<file path="src/rtl/vedic_mult_pipe.sv">
// vedic_mult_pipe: 3-stage valid/ready pipelined vedic multiplier, full 2*WIDTH-bit product.
//   clk, rst (async, active-high); in_valid/in_ready/in_a/in_b operand handshake;
//   out_valid/out_ready/out_p product handshake. Optional macro SIGNED_MODE_EN adds
//   in_signed (per-transaction two's-complement mode via sign-magnitude around the core).
module vedic_mult_pipe #(
  parameter int WIDTH = 16
) (
  input  logic               clk,
  input  logic               rst,
  input  logic               in_valid,
  output logic               in_ready,
  input  logic [WIDTH-1:0]   in_a,
  input  logic [WIDTH-1:0]   in_b,
`ifdef SIGNED_MODE_EN
  input  logic               in_signed,
`endif
  output logic               out_valid,
  input  logic               out_ready,
  output logic [2*WIDTH-1:0] out_p
);
  localparam int HALF = WIDTH / 2;
  localparam int PW = 2 * WIDTH;
  logic w_adv3, w_adv2;
  logic r_v1, r_v2, r_out_valid;
  logic [WIDTH-1:0] w_a, w_b, r_a, r_b;
  logic [WIDTH-1:0] w_q0, w_q1, w_q2, w_q3, r_q0, r_q1, r_q2, r_q3;
  logic [PW-1:0] w_sum, w_res, r_out_p;
  assign w_adv3 = !r_out_valid || out_ready;
  assign w_adv2 = !r_v2 || w_adv3;
  assign in_ready = !r_v1 || w_adv2;
  assign out_valid = r_out_valid;
  assign out_p = r_out_p;
`ifdef SIGNED_MODE_EN
  logic w_neg, r_neg1, r_neg2;
  // Core is unsigned; the most negative operand's magnitude 2^(WIDTH-1) still fits WIDTH bits.
  assign w_a = (in_signed && in_a[WIDTH-1]) ? -in_a : in_a;
  assign w_b = (in_signed && in_b[WIDTH-1]) ? -in_b : in_b;
  assign w_neg = in_signed && (in_a[WIDTH-1] ^ in_b[WIDTH-1]);
  assign w_res = r_neg2 ? -w_sum : w_sum;
`else
  assign w_a = in_a;
  assign w_b = in_b;
  assign w_res = w_sum;
`endif
  vedic_mul #(.N(HALF)) u_q0 (.i_a(r_a[HALF-1:0]),     .i_b(r_b[HALF-1:0]),     .o_p(w_q0));
  vedic_mul #(.N(HALF)) u_q1 (.i_a(r_a[WIDTH-1:HALF]), .i_b(r_b[HALF-1:0]),     .o_p(w_q1));
  vedic_mul #(.N(HALF)) u_q2 (.i_a(r_a[HALF-1:0]),     .i_b(r_b[WIDTH-1:HALF]), .o_p(w_q2));
  vedic_mul #(.N(HALF)) u_q3 (.i_a(r_a[WIDTH-1:HALF]), .i_b(r_b[WIDTH-1:HALF]), .o_p(w_q3));
  // Add tree is one bit wider than the product; the carry-out is provably zero and dropped by the cast.
  assign w_sum = PW'((PW+1)'(r_q0) + (((PW+1)'(r_q1) + (PW+1)'(r_q2)) << HALF) + ((PW+1)'(r_q3) << WIDTH));
  always_ff @(posedge clk or posedge rst)
    if (rst) begin
      r_v1 <= 1'b0;
      r_v2 <= 1'b0;
      r_out_valid <= 1'b0;
      r_a <= '0;
      r_b <= '0;
      r_q0 <= '0;
      r_q1 <= '0;
      r_q2 <= '0;
      r_q3 <= '0;
      r_out_p <= '0;
`ifdef SIGNED_MODE_EN
      r_neg1 <= 1'b0;
      r_neg2 <= 1'b0;
`endif
    end else begin
      if (in_ready) r_v1 <= in_valid;
      if (in_ready && in_valid) begin
        r_a <= w_a;
        r_b <= w_b;
`ifdef SIGNED_MODE_EN
        r_neg1 <= w_neg;
`endif
      end
      if (w_adv2) r_v2 <= r_v1;
      if (w_adv2 && r_v1) begin
        r_q0 <= w_q0;
        r_q1 <= w_q1;
        r_q2 <= w_q2;
        r_q3 <= w_q3;
`ifdef SIGNED_MODE_EN
        r_neg2 <= r_neg1;
`endif
      end
      if (w_adv3) r_out_valid <= r_v2;
      if (w_adv3 && r_v2) r_out_p <= w_res;
    end
endmodule

// vedic_mul: combinational N x N vedic multiplier, recursing on half-width products down to 2x2 cells.
module vedic_mul #(
  parameter int N = 8
) (
  input  logic [N-1:0]   i_a,
  input  logic [N-1:0]   i_b,
  output logic [2*N-1:0] o_p
);
  localparam int H = N / 2;
  generate
    if (N == 2) begin : g_cell
      logic w_c, w_hh;
      // Carry out of the cross terms is set only when all four bits are one.
      assign w_c = i_a[1] & i_b[0] & i_a[0] & i_b[1];
      assign w_hh = i_a[1] & i_b[1];
      assign o_p = {w_hh & w_c, w_hh ^ w_c, (i_a[1] & i_b[0]) ^ (i_a[0] & i_b[1]), i_a[0] & i_b[0]};
    end else begin : g_split
      logic [N-1:0] w_q0, w_q1, w_q2, w_q3;
      vedic_mul #(.N(H)) u_q0 (.i_a(i_a[H-1:0]), .i_b(i_b[H-1:0]), .o_p(w_q0));
      vedic_mul #(.N(H)) u_q1 (.i_a(i_a[N-1:H]), .i_b(i_b[H-1:0]), .o_p(w_q1));
      vedic_mul #(.N(H)) u_q2 (.i_a(i_a[H-1:0]), .i_b(i_b[N-1:H]), .o_p(w_q2));
      vedic_mul #(.N(H)) u_q3 (.i_a(i_a[N-1:H]), .i_b(i_b[N-1:H]), .o_p(w_q3));
      assign o_p = (2*N)'((2*N+1)'(w_q0) + (((2*N+1)'(w_q1) + (2*N+1)'(w_q2)) << H) + ((2*N+1)'(w_q3) << N));
    end
  endgenerate
endmodule

</file>
<file path="config.mk">
export PLATFORM = sky130hd
export DESIGN_NAME = vedic_mult_pipe
export DESIGN_NICKNAME = d
export VERILOG_FILES = /design/src/rtl/vedic_mult_pipe.sv
export SDC_FILE = /design/constraint.sdc
export NUM_CORES = 1
export LEC_CHECK = 0
export CAP_MARGIN = 10
export CELL_PAD_IN_SITES_DETAIL_PLACEMENT = 0
export CELL_PAD_IN_SITES_GLOBAL_PLACEMENT = 1
export CORE_MARGIN = 5
export CORE_UTILIZATION = 45
export CTS_CLUSTER_DIAMETER = 80
export DETAILED_ROUTE_END_ITERATION = 8
export GPL_TIMING_DRIVEN = 0
export PLACE_DENSITY = 0.88
export SYNTH_ARGS = -nofsm -noshare
export SYNTH_HDL_FRONTEND = slang
export SYNTH_SLANG_ARGS = --single-unit
</file>
<file path="constraint.sdc">
create_clock -name clk -period 7.1 [get_ports clk]
set_input_delay 1.42 -clock clk [delete_from_list [all_inputs] [get_ports clk]]
set_output_delay 1.42 -clock clk [all_outputs]
set_load 0.005 [all_outputs]
</file>
==> flow_summary.ini, run 1 <==
[status]
outcome = completed

[timing]
fin_crit_ns = 6.486
timing.fmax_mhz = 154.2
post-route-period-util = 0.9136
rsz0062_at_grt = no
finalClockSkew_ns = 0.01336
max-slew-margin-rel = 0.4007
maxSlewViolCount = 0
timing.hold.ws_ns = 0.4774
worstMarginPinSlew_ns = 0.8990
final-hold-violation-count = 0
setup_viol = 0
setup_tns_ns = 0

[drt]
wl_um = 48290
drtIter0Drc = 1108
drc = 0
wl_per_cell_um = 18.64
antenna_left = 0
via_per_inst = 5.439
vias = 14090
drt-pass1-iter-count = 5

[cts]
clock-root-buffer = clkbuf_16
postCtsSetupBuffers = 0
htree_num_levels = 4
cts_max_path_buffers = 2
cts_buffers = 17
clk_latency_ns = 0.45
post_cts_resize_count = 0
tritoncts = yes
hold_buffers = 0
clkSinkCount = 131
clk_pin_slew_ns = 0.07

[final_layout]
fin_util = 0.5061
diodes = 0
syn_to_final_growth_pct = 11.58
final-seq-area_um2 = 3278
multiInputGateArea_um2 = 12910
nets = 2461
drive_above_1_share = 0.05387
fill_cells = 3580

[yosys]
synthArstFlopShare = 1.000
yosysMostFrequentCell = ha_1
synth_area_leaders = ha_1 23%, dfrtp_1 19%, xnor2_1 6.7%
syn-num-nets = 2372
yosys-top-cells-count = 313 x ha_1, 227 x nand2_1, 132 x inv_1
synth.cell_area_um2 = 17010
synthCells = 1977
synth_edf_count = 0
synth_seq_cells = 131
yosysUniqueCellTypes = 55
synth_area_leader_cell = ha_1
synth_area_per_cell_um2 = 8.601
synth_warnings = 0
yosysSeqAreaShare = 0.1928
netlist.area_leader.share = 0.2303
ys.flop_type = dfrtp_1

[critical_path]
critPathRequiredTime_ns = 7.47
critical_path.max_fanout = 10
critical_path_class = reg2reg
critPathLaunchType = register
end_kind = register
worstPathArrival_ns = 6.85

[die]
floorplan.initialDensity = 0.4536
ios = 70
dieArea_um2 = 41780
chipHeight_um = 204.4
core_um2 = 37490
rows = 71
chipWidth_um = 204.4

[global_routing]
groute.usage.overall = 0.2350
gr-total-overflow = 0
grt_max_degree = 93
grt_pass1_wl_um = 77070
grt_pass1_vias = 14230
antenna_found_initial = 0

[place]
dp_hpwl_um = 37740
routabilityCongestion = 0.9718
port_buffers = 69

[flow_run]
maxCapViolCount = 0

[hold_path]
holdCritPathClass = reg2reg
through the flow:
| step | worst slack [ns] | cell area, um^2 | cells |
|---|---|---|---|
| after floorplan | 2.091 | 17010 | 1977 |
| after global placement | 0.1066 | 18340 | 2557 |
| after detailed placement | 0.7249 | 18370 | 2558 |
| after CTS | 0.7056 | 18970 | 2590 |
| after global routing | 0.2421 | 18970 | 2590 |
| final | 0.6137 | 18970 | 2590 |
final timing paths:
check,start,endpoint,depth (start not counted),slack [ns]
max,r_a[6],r_q0[15],22,0.61
min,out_p[15],out_p[15],2,0.48
max reg2reg,r_a[6],r_q0[15],22,0.61
min reg2reg,out_p[15],out_p[15],2,0.48
max in group asynchronous,rst,r_a[11],3,4.96
min in group asynchronous,rst,out_p[9],2,1.35
final cells by class:
cell class                      instances  area share
Sequential cell                       131      0.1728
Multi-Input combinational cell       1630      0.6804
Clock buffer                           17     0.02242
Buffer                                 84     0.01695
Tap cell                              511     0.03370
Inverter                              132     0.02638
Timing Repair Buffer                   70     0.03785
Clock inverter                         15    0.009562
cells by family after synthesis:
| group | after synthesis | share of synthesized area |
|---|---|---|
| simple gates | 535 | 0.1473 |
| compound gates | 424 | 0.1582 |
| fa+ha+maj | 359 | 0.2845 |
| xor+xnor | 254 | 0.1308 |
| buf+inv | 216 | 0.04805 |
| flops | 131 | 0.1928 |
| mux | 58 | 0.03841 |
layer usage:
metal  part of all wire  routed length, um  GRT usage
met3              0.066               3170    0.04253
met5                  0                  0          0
met2               0.45              21510     0.3829
met1               0.46              22230     0.3203
met4              0.029               1380    0.06820
registers in the layout (all words and copies together) (netlist names):
| signal | flops |
|---|---|
| out_p | 32 |
| out_valid | 1 |
| r_a | 16 |
| r_b | 16 |
| r_q0 | 16 |
| r_q1 | 16 |
| r_q2 | 16 |
| r_q3 | 16 |
| r_v1 | 1 |
| r_v2 | 1 |
cell usage in the layout (no fill, tap or decap), drive strengths merged, types with 3 or more instances in the layout:
| cell type | Yosys | final |
|---|---|---|
| o21ai | 100 | 100 |
| a21oi | 129 | 129 |
| a41oi | 5 | 5 |
| o31ai | 6 | 6 |
| clkbuf | 75 | 92 |
| dfrtp | 131 | 131 |
| ha | 313 | 313 |
| or3 | 6 | 6 |
| buf | 9 | 10 |
| and2 | 129 | 129 |
| clkdlybuf4s50 | 0 | 69 |
| and3 | 5 | 5 |
| clkinv | 0 | 6 |
| xor2 | 123 | 123 |
| nor3 | 4 | 4 |
| xnor2 | 131 | 131 |
| or2 | 3 | 3 |
| a211oi | 13 | 13 |
| nand3 | 13 | 13 |
| nor2b | 17 | 17 |
| a21o | 103 | 103 |
| a21boi | 5 | 5 |
| inv | 132 | 141 |
| mux2 | 58 | 58 |
| nor3b | 3 | 3 |
| nand2 | 227 | 227 |
| nor2 | 105 | 105 |
| o21bai | 38 | 38 |
| nand2b | 16 | 16 |
| o21a | 9 | 9 |
| fa | 46 | 46 |
critical path, cell delays in order (launching register included):
cell      delay [ns]
dfrtp_1         0.32
clkbuf_1        0.59
clkbuf_1        0.71
and2_1          0.23
ha_1            0.19
fa_1            0.45
ha_1            0.30
a21o_1          0.15
a21oi_1         0.24
xnor2_1         0.21
ha_1            0.32
o21a_1          0.12
o31ai_1         0.08
a21boi_0        0.63
xor2_1          0.27
ha_1            0.27
a21o_1          0.17
a21o_1          0.20
a21o_1          0.17
a21o_1          0.20
a21oi_1         0.17
o21ai_0         0.16
a41oi_1         0.24
Power of run 1 is not shown: default switching activity piles up to over one toggle a cycle in this logic, so the estimate is an artifact.
==> run 2: changes to the inputs <==
CELL_PAD_IN_SITES_DETAIL_PLACEMENT = not set   (was 0)
CELL_PAD_IN_SITES_GLOBAL_PLACEMENT = not set   (was 1)
GPL_TIMING_DRIVEN = 1   (was 0)
PLACE_DENSITY = 0.73   (was 0.88)
SLEW_MARGIN = 25   (was not set)
==> run 2 against run 1 <==
Compared with the run above:
- global-route usage shrank 2.9 points
- clock-buffer cell count unchanged
- wire length is 13% lower
- first-iteration DRC count is 28% lower
- clock skew is 0.0016 ns lower
- design area down 1.1%
- hold slack worse by 0.0044 ns
- non-clock buffer count fell by 67
- register-to-register slack improved by 0.58 ns
- critical path type unchanged
==> flow_summary.ini, run 2 (synthesis gave the netlist of run 1 again) <==
[hold_path]
whs_path_depth = 2
hold_end = r_q0[5]
holdCritPathClass = reg2reg
hold_start = r_q0[5]

[global_routing]
grt_max_degree = 78
grt_pass1_wl_um = 70170
antenna_found_initial = 0
groute.usage.overall = 0.2065
gr-total-overflow = 0
grt_pass1_vias = 13920

[die]
core_um2 = 37490
rows = 71
ios = 70
floorplan.initialDensity = 0.4536
chipWidth_um = 204.4
chipHeight_um = 204.4
dieArea_um2 = 41780

[timing]
timing.fmax_mhz = 169.4
setup_tns_ns = 0
maxSlewViolCount = 0
setup_viol = 0
final-hold-violation-count = 0
post-route-period-util = 0.8316
max-slew-margin-rel = 0.3737
layout_setup_ws_ns = 1.196
rsz0062_at_grt = no
worstMarginPinSlew_ns = 0.9362
fin_crit_ns = 5.904
finalClockSkew_ns = 0.01171

[final_layout]
drive_above_1_share = 0.06262
nets = 2394
fill_cells = 3544
diodes = 0
fin_cells = 2523
largest_reg_flops = 32
multiInputGateArea_um2 = 12910
final_cell_mix = 313 x ha_1, 225 x nand2_1, 131 x inv_1, 131 x xnor2_1, 131 x dfrtp_1
final-seq-area_um2 = 3278
layout_commonest_cell = ha_1
syn_to_final_growth_pct = 10.30

[critical_path]
timing.rr.start = r_a[0]
cp-startpoint = r_a[0]
critical_path.max_fanout = 18
critical_path_class = reg2reg
critPathRequiredTime_ns = 7.46
reg2reg_setup_slack_ns = 1.20
r2r_cells = 22
reg2reg_to = r_q2[15]
worstPathArrival_ns = 6.26
end_kind = register
critPathLaunchType = register

[cts]
clkSinkCount = 131
clk_latency_ns = 0.45
tritoncts = yes
cts_max_path_buffers = 2
post_cts_resize_count = 0
cts_buffers = 17
postCtsSetupBuffers = 0
hold_buffers = 0
clock-root-buffer = clkbuf_16
htree_num_levels = 4
clk_pin_slew_ns = 0.07

[drt]
wl_per_cell_um = 16.60
wl_um = 41890
topRoutingLayerUsed = met4
wl_met2_um = 18570
drc = 0
drtIter0Drc = 795
via_per_inst = 5.335
vias = 13460
drt-pass1-iter-count = 6
met3_length_um = 2222
antenna_left = 0
wl_met1_um = 20280

[place]
placed_cells = 2491
pre_cts_ws_ns = 1.219
routabilityCongestion = 0.9205
port_buffers = 69
dp_hpwl_um = 32750

[status]
outcome = completed

[flow_run]
maxCapViolCount = 0
-- run 2: cell count changes in the layout (fill, tap and decap cells not counted), sizes merged --
| cell | before | now |
|---|---|---|
| inv | 141 | 139 |
| clkinv | 6 | 2 |
| bufinv | 0 | 2 |
| clkinvlp | 0 | 4 |
| clkbuf | 92 | 17 |
| buf | 10 | 18 |
-- run 2: area by class of cell --
| cell class | count | area share |
|---|---|---|
| Multi-Input combinational cell | 1630 | 0.6885 |
| Sequential cell | 131 | 0.1748 |
| Timing Repair Buffer | 87 | 0.04403 |
| Tap cell | 511 | 0.03409 |
| Inverter | 132 | 0.02668 |
| Clock buffer | 17 | 0.02268 |
| Clock inverter | 15 | 0.009206 |
-- run 2: metal layers --
layer | global-route usage | up-vias
li1 | - | 6750
met1 | 0.2889 | 6338
met2 | 0.3326 | 325
met3 | 0.03031 | 46
met4 | 0.06006 | 0
met5 | 0 | -
-- run 2: critical path: stages, from the launching register on --
cell      delay, ns
dfrtp_1        0.86
nand2_1        0.46
nor2_1         0.26
ha_1           0.27
ha_1           0.32
xor2_1         0.21
ha_1           0.29
a21oi_1        0.22
xnor2_1        0.22
ha_1           0.29
a21o_1         0.18
a21oi_1        0.22
nor2b_1        0.07
o21a_1         0.20
xor2_1         0.19
ha_1           0.32
a21o_1         0.18
a21oi_1        0.24
o21bai_1       0.11
a21o_1         0.21
a21oi_1        0.16
o21ai_0        0.10
a41oi_1        0.22
-- run 2: worst max-delay path by stage --
stage                          end  slack (ns)
after floorplan           r_q0[15]        2.09
after global placement    r_q0[15]        1.36
after detailed placement  r_q0[14]        1.22
after CTS                 r_q0[14]        1.18
after global routing      r_q0[14]        0.75
final                     r_q2[15]        1.20
-- run 2: per-stage QoR --
step | hold WS, ns | util | cell area [um^2]
detailed placement | 0.4667 | 0.4844 | 18160
CTS | 0.4812 | 0.5003 | 18760
global placement | 0.4596 | 0.4844 | 18160
floorplan | 0.4460 | - | 17010
global route | 0.5063 | 0.5003 | 18760
finish | 0.4730 | 0.5003 | 18760
Power of run 2 is left out for the same reason.
